`src/rtl/rgb565_pkg.sv`:
```
// Shared types for the RGB888 -> RGB565 byte-stream packer.
// Optional feature macro: RGB565_ROUND_EN (see rgb565_chan_quant).
package rgb565_pkg;

    localparam int unsigned R_BITS = 5;
    localparam int unsigned G_BITS = 6;
    localparam int unsigned B_BITS = 5;

    typedef enum logic [1:0] {PH0, PH1, PH2} rgb565_phase_t;

    typedef struct packed {
        logic [R_BITS-1:0] r;
        logic [G_BITS-1:0] g;
        logic [B_BITS-1:0] b;
    } rgb565_t;

endpackage

```
`src/rtl/rgb565_chan_quant.sv`:
```
// Single colour-channel quantiser, IN_BITS -> OUT_BITS, purely combinational.
// Macro RGB565_ROUND_EN: round-half-up with saturation at the all-ones code.
// Without it the channel is truncated to its top OUT_BITS bits.
module rgb565_chan_quant
    import rgb565_pkg::*;
#(
    parameter int unsigned IN_BITS  = 8,
    parameter int unsigned OUT_BITS = R_BITS
) (
    input  logic [IN_BITS-1:0]  din,
    output logic [OUT_BITS-1:0] dout
);

    // Bits below the kept (or rounding) position are deliberately discarded.
    logic unused_din;

`ifdef RGB565_ROUND_EN
    logic [OUT_BITS:0] sum;

    // One-bit-wider add of the first dropped bit, then clamp on carry-out.
    always_comb begin
        sum        = {1'b0, din[IN_BITS-1 -: OUT_BITS]} + (OUT_BITS+1)'(din[IN_BITS-OUT_BITS-1]);
        dout       = sum[OUT_BITS] ? '1 : sum[OUT_BITS-1:0];
        unused_din = ^din;
    end
`else
    // Plain truncation: keep the most significant OUT_BITS bits.
    always_comb begin
        dout       = din[IN_BITS-1 -: OUT_BITS];
        unused_din = ^din;
    end
`endif

endmodule

```
`src/rtl/rgb565_pack.sv`:
```
// Byte-serial RGB888 (3 bytes/pixel) to 16-bit RGB565 packer with valid/ready
// on both sides and a single registered output word held under backpressure.
// Optional feature macro: RGB565_ROUND_EN (rounding quantisers instead of truncation).
module rgb565_pack
    import rgb565_pkg::*;
#(
    parameter int unsigned IN_ORDER_RGB = 1
) (
    input  logic        clk,
    input  logic        reset,
    input  logic        in_valid,
    output logic        in_ready,
    input  logic [7:0]  in_byte,
    input  logic        frame_start,
    output logic        out_valid,
    input  logic        out_ready,
    output logic [15:0] out_data,
    output logic        sync_err
);

    rgb565_phase_t     state_q, state_d;
    logic [7:0]        held0_q, held0_d;
    logic [7:0]        held1_q, held1_d;
    rgb565_t           out_data_q, out_data_d;
    logic              out_valid_q, out_valid_d;
    logic              sync_err_q, sync_err_d;

    logic              accept;
    logic [7:0]        r_byte, b_byte;
    logic [R_BITS-1:0] r_q5;
    logic [G_BITS-1:0] g_q6;
    logic [B_BITS-1:0] b_q5;
    rgb565_t           packed_px;

    // Phase 0 carries R or B depending on byte order; phase 2 carries the other.
    always_comb begin
        if (IN_ORDER_RGB != 0) begin
            r_byte = held0_q;
            b_byte = in_byte;
        end else begin
            r_byte = in_byte;
            b_byte = held0_q;
        end
    end

    rgb565_chan_quant #(.IN_BITS(8), .OUT_BITS(R_BITS)) u_quant_r (.din(r_byte),  .dout(r_q5));
    rgb565_chan_quant #(.IN_BITS(8), .OUT_BITS(G_BITS)) u_quant_g (.din(held1_q), .dout(g_q6));
    rgb565_chan_quant #(.IN_BITS(8), .OUT_BITS(B_BITS)) u_quant_b (.din(b_byte),  .dout(b_q5));

    // Only the final phase can stall; the output slot frees up in the same cycle it drains.
    always_comb begin
        in_ready = (state_q != PH2) || !out_valid_q || out_ready;
    end

    // Next-state: phase advance, channel holding, output slot and sticky sync error.
    always_comb begin
        accept      = in_valid && in_ready;
        packed_px   = '{r: r_q5, g: g_q6, b: b_q5};
        state_d     = state_q;
        held0_d     = held0_q;
        held1_d     = held1_q;
        out_data_d  = out_data_q;
        out_valid_d = out_valid_q && !out_ready;
        sync_err_d  = sync_err_q;
        if (accept) begin
            if (frame_start) begin
                // Resynchronise: this byte is phase 0, any partial pixel is dropped.
                held0_d = in_byte;
                state_d = PH1;
                if (state_q != PH0) begin
                    sync_err_d = 1'b1;
                end
            end else begin
                case (state_q)
                    PH0: begin
                        held0_d = in_byte;
                        state_d = PH1;
                    end
                    PH1: begin
                        held1_d = in_byte;
                        state_d = PH2;
                    end
                    PH2: begin
                        out_data_d  = packed_px;
                        out_valid_d = 1'b1;
                        state_d     = PH0;
                    end
                    default: state_d = PH0;
                endcase
            end
        end
    end

    // State and output registers with synchronous reset.
    always_ff @(posedge clk) begin
        if (reset) begin
            state_q     <= PH0;
            held0_q     <= '0;
            held1_q     <= '0;
            out_data_q  <= '0;
            out_valid_q <= 1'b0;
            sync_err_q  <= 1'b0;
        end else begin
            state_q     <= state_d;
            held0_q     <= held0_d;
            held1_q     <= held1_d;
            out_data_q  <= out_data_d;
            out_valid_q <= out_valid_d;
            sync_err_q  <= sync_err_d;
        end
    end

    always_comb begin
        out_data  = out_data_q;
        out_valid = out_valid_q;
        sync_err  = sync_err_q;
    end

endmodule

```
`config.mk`:
```
export PLATFORM = sky130hd
export DESIGN_NAME = rgb565_pack
export DESIGN_NICKNAME = d
export VERILOG_FILES = /design/src/rtl/rgb565_pkg.sv /design/src/rtl/rgb565_chan_quant.sv /design/src/rtl/rgb565_pack.sv
export SDC_FILE = /design/constraint.sdc
export NUM_CORES = 1
export LEC_CHECK = 0
export BUFFER_PORTS_ARGS = -buffer_cell sky130_fd_sc_hd__buf_2
export CORE_MARGIN = 2
export CORE_UTILIZATION = 53
export DETAILED_ROUTE_END_ITERATION = 16
export GPL_TIMING_DRIVEN = 0
export PLACE_DENSITY = 0.83
export SLEW_MARGIN = 0
export SYNTH_ARGS = -nofsm -noshare
export SYNTH_HDL_FRONTEND = slang
export SYNTH_HIERARCHICAL = 1
export SYNTH_SLANG_ARGS = --single-unit
```
`constraint.sdc`:
```
create_clock -name clk -period 1.73 [get_ports clk]
set_input_delay 0.346 -clock clk [delete_from_list [all_inputs] [get_ports clk]]
set_output_delay 0.346 -clock clk [all_outputs]
set_load 0.005 [all_outputs]
```
==> Word level (Yosys, flattened, before mapping) <==
Index checks and enable logic that the tools add are counted.
{ "word_totals": {"register_bits": 36, "output_inout_bits": 19} }
{ "classes": {"eq_ne": 3, "muxes": 7, "n_bitwise": 1, "reduce_logical": 13} }
{ "ops": {"columns": ["cell", "n"], "rows": [
  ["$mux W8", 2],
  ["$reduce_and A3 Y1", 3],
  ["$pmux W2 S2", 1],
  ["$reduce_bool A2 Y1", 2],
  ["$mux W1", 3],
  ["$eq A2 B1 Y1 const B", 1],
  ["$eq A2 B2 Y1 const B", 1],
  ["$logic_and A1 B1 Y1", 2],
  ["$logic_not A1 Y1", 2],
  ["$logic_not A2 Y1", 1],
  ["$logic_or A1 B1 Y1", 2],
  ["$mux W2", 1],
  ["$ne A2 B2 Y1 const B", 1],
  ["$reduce_and A2 Y1", 1],
  ["$not A1 Y1", 1]
]} }

==> Logic depth before layout (Yosys ltp) <==
Gate-level depths: netlist of run 1.
{ "depth": {"word_depth": 5, "mapped_depth": 6, "depth_no_buf": 4} }

==> By module <==
The synthesis of run 1 kept the hierarchy.
{ "modules_own_cells": {"columns": ["module", "n_inst", "cells_each", "area_per_inst_um2", "seq_area_each_um2"], "rows": [
  ["rgb565_pack", 1, 135, 1327.5, 720.7],
  ["rgb565_chan_quant at u_quant_b ...", 2, 5, 37.5, 0.0],
  ["rgb565_chan_quant at u_quant_g", 1, 6, 45.0, 0.0]
]} }

==> Worst setup path before layout of run 1 <==
Ideal clock, no wire load.
{ "synth_path": {"kind": "input port to output port", "start": "in out_ready", "end": "out in_ready", "t_arrival_ns": 0.977, "setup_slack_ns": 0.407, "stages": 2, "n_path_buf": 0, "cell_sequence": "nand2b_1 or3b_2"} }
{ "synth_between": {"elab_chain_cells": 1} }
{ "synth_lines": {"columns": ["item", "line", "source"], "rows": [
  ["start, declared", "rgb565_pack.sv:16", "input logic out_ready,"],
  ["$logic_or A1 B1 Y1", "rgb565_pack.sv:52", "in_ready = (state_q != PH2) || !out_valid_q || out_ready;"],
  ["end, declared", "rgb565_pack.sv:12", "output logic in_ready,"]
]} }
Every way passes these cells.

==> Final worst setup path of run 1 <==
{ "layout_path": {"start": "reg out_valid_q (netlist: out_valid)", "end": "out in_ready"} }
{ "layout_between": {"elab_chain_cells": 3} }
{ "layout_lines": {"columns": ["item", "line", "source"], "rows": [
  ["start, declared", "rgb565_pack.sv:25", "logic out_valid_q, out_valid_d;"],
  ["start signal, assigned", "rgb565_pack.sv:108", "out_valid_q <= out_valid_d;"],
  ["$logic_not A1 Y1", "rgb565_pack.sv:52", null],
  ["$logic_or A1 B1 Y1 (2 in a row)", "rgb565_pack.sv:52", null]
]} }
Every way passes these cells.

==> results of run 1 <==
==> per-stage QoR <==
step	hold WS (ns)	power (mW)
3_3_place_gp	0.4461	0.8678
2_1_floorplan	0.4367	0.8388
6_report	0.2732	1.220
3_5_place_dp	0.4511	0.8726
4_1_cts	0.2593	1.234
5_1_grt	0.2747	1.276
==> state kept, by name (all words and copies together), names as in the netlist <==
name	flops
state_q	2
held0_q	5
out_data	16
out_valid	1
held1_q	6
sync_err	1
==> routing by layer <==
| metal | up-vias | wire, um |
|---|---|---|
| met1 | 430 | 1009 |
| met4 | 0 | 34 |
| met5 | - | 0 |
| met2 | 25 | 1193 |
| met3 | 5 | 129 |
| li1 | 496 | - |
==> power by group through the flow <==
stage | logic (mW) | clock network, mW | registers [mW]
finish | 0.111 | 0.365 | 0.744
floorplan | 0.0844 | 0 | 0.754
detailed placement | 0.116 | 0 | 0.756
global route | 0.123 | 0.405 | 0.748
global placement | 0.112 | 0 | 0.755
CTS | 0.112 | 0.379 | 0.743
==> cell type report <==
type / instances / area, um2
Fill cell: 204 / 750.7
Clock buffer: 6 / 41.29
Timing Repair Buffer: 29 / 147.6
Multi-Input combinational cell: 77 / 478.0
Sequential cell: 31 / 624.3
Tap cell: 28 / 35.03
Buffer: 24 / 173.9
Inverter: 1 / 3.754
==> tightest hold or removal path, delay by kind of cell <==
family | cells | cell delay (ns)
buffers and inverters | 1 | 0.11
AND/OR/NAND/NOR | 1 | 0.05
AO/OA/AOI/OAI | 1 | 0.05
==> worst min-delay path by stage <==
stage / from / depth (start not counted) / endpoint
finish: in_byte[7] / 3 / held1_q[7]
global route: in_byte[7] / 3 / held1_q[7]
CTS: in_byte[2] / 3 / held1_q[2]
detailed placement: held1_q[7] / 2 / held1_q[7]
global placement: held1_q[2] / 2 / held1_q[2]
floorplan: held1_q[2] / 2 / held1_q[2]
==> what timing repair did <==
item                                    in CTS  in global routing
endpoints found under the setup margin       1                  1
hold buffers                                 0                  0
buffers inserted                             1                  0
endpoints found under the hold margin        0                  0
resized for setup                            0                  3
==> flow_summary_export.csv, run 1 <==
group,metric,value,unit
run_status,status,"completed",
critical_path,crit_path_end,"in_ready",
timing,report.final.setup_viol,0,
placement,io_buffer_count,28,
global_routing,met2_usage,35.83,%
global_routing,grt_start_max_net_pins,11,
pwr,power.net_switching,285.1,uW
layout,fin_area,1504,um2
routing,wl,2367,um
timing,finalCriticalPeriod,1.665,ns
critical_path,worstRegToRegCells,7,
critical_path,critical_path_required,1.38,ns
critical_path,end_kind,"output pin",
global_routing,grt_pass1_vias,912,
timing,worstMarginPinSlew,0.4159,ns
pwr,ir_worst_vdd,0.5797,mV
critical_path,crit_fanout,3,
min_path,hold_class,"primary input to flip-flop",
critical_path,cp_cell_sequence,"nand2b_1 > or3b_2 > buf_2",
job,maxCapViolations,0,
die,io_pins,32,
critical_path,r2r_start,"out_valid",
critical_path,r2r-end,"out_data[5]",
critical_path,r2r_slack,0.38,ns
global_routing,track_usage,20.84,%
timing,min_period_over_period,96.27,%
layout,final_core_util,66.70,%
clock_tree,clkLatencyLatePin,0.33,ns
timing,slew_headroom,72.28,%
routing,initialDrtViolationCount,8,
clock_tree,numClockSinks,31,
placement,place_congestion,0.7416,
layout,mostFrequentLayoutCells,"buf_2 (29), dfxtp_1 (28), nor2_1 (23)",
critical_path,worst-path-stages,3,
pwr,combPwrFrac,9.1,%
die,rows,17,
critical_path,path_delay_family,"simple AND/OR/NAND/NOR gates",
pwr,switching_share,23.37,%
layout,layout_commonest_cell,"buf_2",
critical_path,critical_path_class,"flip-flop to output pin",
global_routing,use_met1,22.30,%
critical_path,cp_num_buf_inv,1,
timing,fmax,600.4,MHz
timing,final.setup.worst_slack,0.06451,ns
timing,clock_skew,0.01031,ns
die,coreArea,2255,um2
layout,drive_above_1_share,35.12,%
layout,nNetsFinal,182,
clock_tree,tritoncts,"built",
pwr,powerDensity,811.2,nW/um2
pwr,internal_power,934.9,uW
logic_synthesis,syn_nets,147,
die,die_w,53.17,um
layout,antenna_cells,0,
global_routing,grtUsageMet3,7.627,%
pwr,p_clk_share,29.9,%
placement,dp_hpwl,1723,um
routing,vias,956,
critical_path,cp.arrival,1.32,ns
critical_path,crit_slowest_cell,"or3b_2",
layout,area_growth,17.38,%
logic_synthesis,syn_area,1281,um2
pwr,seq_power_share,61.0,%
global_routing,overflow,0,
clock_tree,htreeDepth,2,
clock_tree,cts_buffer_depth,2,
routing,drc_errors,0,
layout,instances_no_fill,196,
logic_synthesis,syn_area_per_cell,9.561,um2
die,start_util,56.83,%
timing,finalHoldViolCount,0,
routing,wl_per_cell,12.08,um
global_routing,top_usage_layer,"met2",
clock_tree,clk_pin_slew,0.09,ns
pwr,p_leak,0.8154,nW
logic_synthesis,syn_inst,134,
placement,dp_cells,190,
routing,drtAntennaViolNets,0,
timing,drv_slew,0,
critical_path,cpPeakStageDelay,0.47,ns
routing,avgViaCountPerCell,4.878,
die,fp.dieH,53.17,um
timing,grt_setup_unrepaired,"false",
routing,dr.pass1.iters,4,
logic_synthesis,yosysWarningCount,6,
critical_path,startpoint,"out_valid",
placement,placed_area,1456,um2
die,dieArea,2827,um2
global_routing,antenna_found_initial,0,
global_routing,grt_pass1_wl,4015,um
placement,place_worst_setup_slack,0.1221,ns
clock_tree,cts_root_buf,"clkbuf_4",
clock_tree,cts_buffers,5,
critical_path,startpoint_type,"flip-flop",
timing,fin_setup_tns,0,ns
(Power assumes the default switching activity.)
==> inputs of run 2 (changes only) <==
--- a/config.mk
+++ b/config.mk
@@ -7,10 +7,11 @@
 export LEC_CHECK = 0
 export BUFFER_PORTS_ARGS = -buffer_cell sky130_fd_sc_hd__buf_2
 export CORE_MARGIN = 2
-export CORE_UTILIZATION = 53
+export CORE_UTILIZATION = 50
 export DETAILED_ROUTE_END_ITERATION = 16
 export GPL_TIMING_DRIVEN = 0
-export PLACE_DENSITY = 0.83
+export PLACE_DENSITY = 0.79
+export REMOVE_ABC_BUFFERS = 1
 export SLEW_MARGIN = 0
 export SYNTH_ARGS = -nofsm -noshare
 export SYNTH_HDL_FRONTEND = slang
==> flow_summary_export.csv, run 2 (synthesized netlist as in run 1, its figures left out) <==
group,metric,value,unit
run_status,status,"completed",
job,maxCapViolations,0,
layout,nNetsFinal,160,
routing,avgViaCountPerCell,5.051,
routing,drtAntennaViolNets,0,
timing,drv_slew,0,
global_routing,track_usage,17.05,%
timing,report.final.setup_viol,0,
critical_path,critical_path_class,"flip-flop to output pin",
layout,mostFrequentLayoutCells,"dfxtp_1 (29), buf_2 (29), nor2_1 (23)",
routing,vias,899,
global_routing,overflow,0,
global_routing,grt_pass1_vias,818,
placement,place_congestion,0.6862,
routing,wl,2238,um
routing,initialDrtViolationCount,8,
placement,place_worst_setup_slack,-0.5276,ns
clock_tree,tritoncts,"built",
layout,antenna_cells,0,
routing,dr.pass1.iters,4,
timing,grt_setup_unrepaired,"false",
timing,fin_setup_tns,0,ns
clock_tree,numClockSinks,31,
critical_path,cp.arrival,1.34,ns
global_routing,grt_pass1_wl,3512,um
die,io_pins,32,
layout,area_growth,9.571,%
min_path,hold_class,"primary input to flip-flop",
clock_tree,cts_buffers,5,
routing,wl_per_cell,12.57,um
placement,dp_cells,168,
timing,finalHoldViolCount,0,
die,die_w,54.62,um
die,start_util,52.19,%
pwr,powerDensity,1011,nW/um2
clock_tree,htreeDepth,2,
timing,min_period_over_period,97.36,%
layout,instances_no_fill,178,
layout,largest_reg_flops,16,
routing,drc_errors,0,
layout,drive_above_1_share,30.41,%
placement,io_buffer_count,29,
global_routing,antenna_found_initial,0,
pwr,ir_worst_vdd,1.270,mV
timing,clock_skew,0.01432,ns
timing,finalCriticalPeriod,1.684,ns
placement,dp_hpwl,1568,um
clock_tree,cts_buffer_depth,2,
die,fp.dieH,54.62,um
critical_path,critical_path_required,1.38,ns
clock_tree,cts_root_buf,"clkbuf_4",
timing,slew_headroom,55.04,%
clock_tree,clk_pin_slew,0.11,ns
timing,worstMarginPinSlew,0.6744,ns
timing,final.setup.worst_slack,0.04568,ns
timing,fmax,593.7,MHz
global_routing,grt_start_max_net_pins,32,
critical_path,crit_fanout,4,
die,rows,18,
critical_path,end_kind,"output pin",
critical_path,startpoint_type,"flip-flop",
pwr,p_leak,0.7446,nW
die,dieArea,2983,um2
die,coreArea,2455,um2
clock_tree,clkLatencyLatePin,0.33,ns
==> run 2: cell count changes in the layout (fill, tap and decap cells not counted), sizes merged <==
cell	previous run	this run
buf	49	31
clkbuf	10	6
bufinv	0	1
clkinv	0	1
==> run 2: worst paths after layout <==
path,startpoint,end,slack [ns],cells after the start
max reg2reg,state_q[0],held0_q[4],0.22,3
min,in_byte[2],held1_q[2],0.24,3
max,out_valid,in_ready,0.05,3
min reg2reg,held1_q[3],held1_q[3],0.47,2
==> run 2: final cells by class <==
type,count,area (um2)
timing repair buffer,31,160.2
multi-input combinational,77,493.0
sequential,31,623.1
clock inverter,2,35.03
fill,226,1051
clock buffer,6,51.30
inverter,1,3.754
tap,30,37.54
==> run 2: timing repair <==
action / in CTS / in global routing
endpoints found under the setup margin: 23 / 1
hold endpoints to repair: 0 / 0
buffers inserted: 2 / 0
resized for setup: 2 / 2
hold buffers: 0 / 0
pin swaps: 0 / 0
==> run 2: report_power, final <==
| group | internal [mW] | switching [mW] |
|---|---|---|
| sequential | 0.731 | 0.0136 |
| clock | 0.341 | 0.253 |
| combinational | 0.0360 | 0.0443 |
| total | 1.11 | 0.311 |
==> run 2: worst max-delay path, stage by stage, from the launching register on <==
cell,delay [ns]
dfxtp_2,0.36
nand2b_4,0.06
or3b_2,0.45
buf_2,0.13
==> run 2: metrics by stage <==
step | area, um2 | power, mW | utilization [%] | hold WS (ns)
6_report | 1404 | 1.419 | 57.19 | 0.2415
4_1_cts | 1395 | 1.424 | 56.83 | 0.2420
2_1_floorplan | 1102 | 0.7994 | - | 0.4151
3_3_place_gp | 1285 | 0.8333 | 52.34 | 0.4424
3_5_place_dp | 1285 | 0.8383 | 52.34 | 0.4513
5_1_grt | 1404 | 1.459 | 57.19 | 0.2418
==> run 2: layer usage <==
layer / vias to the layer above / GRT usage, % / share of wire, %
met5: - / 0 / 0
met4: 0 / 11.25 / 2.6
met3: 8 / 5.191 / 7.0
met2: 29 / 27.78 / 50
met1: 413 / 19.01 / 40
li1: 449 / - / -
==> inputs of run 3 (changes only) <==
--- a/config.mk
+++ b/config.mk
@@ -5,12 +5,13 @@
 export SDC_FILE = /design/constraint.sdc
 export NUM_CORES = 1
 export LEC_CHECK = 0
+export ABC_AREA = 1
 export BUFFER_PORTS_ARGS = -buffer_cell sky130_fd_sc_hd__buf_2
 export CORE_MARGIN = 2
 export CORE_UTILIZATION = 50
 export DETAILED_ROUTE_END_ITERATION = 16
 export GPL_TIMING_DRIVEN = 0
-export PLACE_DENSITY = 0.79
+export PLACE_DENSITY = 0.78
 export REMOVE_ABC_BUFFERS = 1
 export SLEW_MARGIN = 0
 export SYNTH_ARGS = -nofsm -noshare
==> flow_summary_export.csv, run 3 <==
group,metric,value,unit
routing,dr.pass1.iters,4,
layout,multi_input_area,531.8,um2
global_routing,met2_usage,25.16,%
die,start_util,53.09,%
die,die_w,58.11,um
layout,regArea,620.6,um2
layout,mostFrequentLayoutCells,"nand2_1 (58), nor2_1 (40), inv_1 (36)",
routing,wl_per_cell,9.553,um
critical_path,crit_fanout,9,
die,io_pins,32,
layout,largest_reg_flops,16,
global_routing,track_usage,16.42,%
die,rows,19,
pwr,powerDensity,809.1,nW/um2
clock_tree,clkLatencyLatePin,0.33,ns
timing,slew_headroom,57.63,%
pwr,p_leak,0.8775,nW
timing,finalCriticalPeriod,1.610,ns
placement,dp_hpwl,1665,um
pwr,internal_power,926.5,uW
logic_synthesis,syn_inst,213,
placement,io_buffer_count,29,
pwr,p_clk_share,31.9,%
clock_tree,htreeDepth,2,
timing,grt_setup_unrepaired,"false",
routing,initialDrtViolationCount,24,
critical_path,critical_path_class,"flip-flop to output pin",
timing,finalHoldViolCount,0,
pwr,combPwrFrac,7.9,%
critical_path,cp_cell_sequence,"inv_2 > nor2_4 > nand2_2 > buf_2",
timing,fin_setup_tns,0,ns
critical_path,crit_slowest_cell,"dfxtp_1",
critical_path,cpPeakStageDelay,0.43,ns
layout,antenna_cells,0,
global_routing,top_usage_layer,"met2",
job,maxCapViolations,0,
critical_path,cp.arrival,1.26,ns
layout,nNetsFinal,238,
logic_synthesis,syn_area,1464,um2
run_status,status,"completed",
routing,drc_errors,0,
logic_synthesis,yosysWarningCount,6,
pwr,power.net_switching,311.6,uW
placement,place_congestion,0.7571,
layout,layout_commonest_cell,"nand2_1",
global_routing,grt_pass1_vias,986,
critical_path,cp_num_buf_inv,2,
routing,wl,2455,um
clock_tree,cts_buffer_depth,2,
global_routing,grt_start_max_net_pins,34,
pwr,ir_worst_vdd,0.7633,mV
routing,drtAntennaViolNets,0,
global_routing,grt_pass1_wl,4181,um
timing,drv_slew,0,
logic_synthesis,syn_area_per_cell,6.873,um2
timing,clock_skew,0.005231,ns
global_routing,use_met1,20.11,%
clock_tree,cts_hold_buf,0,
critical_path,startpoint_type,"flip-flop",
layout,drive_above_1_share,19.03,%
global_routing,antenna_found_initial,0,
layout,nFillCells,294,
pwr,switching_share,25.17,%
clock_tree,tritoncts,"built",
clock_tree,cts_root_buf,"clkbuf_4",
critical_path,critical_path_required,1.38,ns
clock_tree,numClockSinks,31,
pwr,seq_power_share,60.2,%
timing,min_period_over_period,93.06,%
global_routing,overflow,0,
routing,avgViaCountPerCell,4.615,
critical_path,path_delay_family,"flip-flops",
layout,fin_area,1530,um2
critical_path,end_kind,"output pin",
timing,worstMarginPinSlew,0.6348,ns
clock_tree,clk_pin_slew,0.09,ns
global_routing,grtUsageMet3,7.813,%
min_path,hold_class,"primary input to flip-flop",
die,coreArea,2758,um2
die,fp.dieH,58.11,um
die,dieArea,3377,um2
timing,fmax,621.1,MHz
clock_tree,cts_buffers,5,
placement,placed_area,1478,um2
routing,vias,1186,
layout,area_growth,4.530,%
timing,report.final.setup_viol,0,
==> run 3: power groups by stage <==
| stage | clock [mW] | combinational, mW | sequential (mW) |
|---|---|---|---|
| floorplan | 0 | 0.0588 | 0.761 |
| global placement | 0 | 0.0959 | 0.762 |
| detailed placement | 0 | 0.0976 | 0.763 |
| CTS | 0.406 | 0.0986 | 0.746 |
| global route | 0.450 | 0.112 | 0.749 |
| finish | 0.394 | 0.0979 | 0.746 |
==> run 3: through the flow <==
step	total power, mW	hold WS (ns)	std cells	setup slack, ns	util (%)
after global routing	1.311	0.2686	257	0.02569	55.49
after detailed placement	0.8601	0.4472	249	0.2816	53.58
final	1.238	0.2629	257	0.1200	55.49
after global placement	0.8576	0.4377	249	0.2753	53.58
after floorplan	0.8200	0.4151	189	0.5444	-
after CTS	1.251	0.2508	257	0.01890	55.40
==> run 3: worst paths after layout <==
kind	start	end	slack, ns	depth (start not counted)
worst max-delay path	state_q[1]	in_ready	0.12	4
worst min register to register	sync_err	sync_err	0.46	2
worst min-delay path	in_byte[2]	held1_q[2]	0.26	3
worst max register to register	state_q[1]	out_data[1]	0.32	6
==> run 3: layout make-up <==
cell class / instances / share of cell area [%]
flip-flops and latches: 31 / 40.56
repair buffers: 29 / 9.485
multi-input cells: 120 / 34.75
clock inverters: 1 / 0.3271
clock buffers: 7 / 2.944
well taps: 31 / 2.535
inverters: 38 / 9.403
==> run 3: metal layers <==
| metal | wire length (um) | vias to the layer above |
|---|---|---|
| li1 | - | 631 |
| met1 | 1145 | 522 |
| met2 | 1104 | 28 |
| met3 | 177 | 5 |
| met4 | 28 | 0 |
| met5 | 0 | - |
==> run 3: worst min-delay path: stages <==
cell and delay [ns]:
buf_2 0.09, nand2_1 0.06, a21oi_1 0.06
==> run 3: what timing repair did <==
action | CTS | global route
resized for setup | 0 | 1
endpoints found under the setup margin | 0 | 1
buffers inserted | 0 | 0
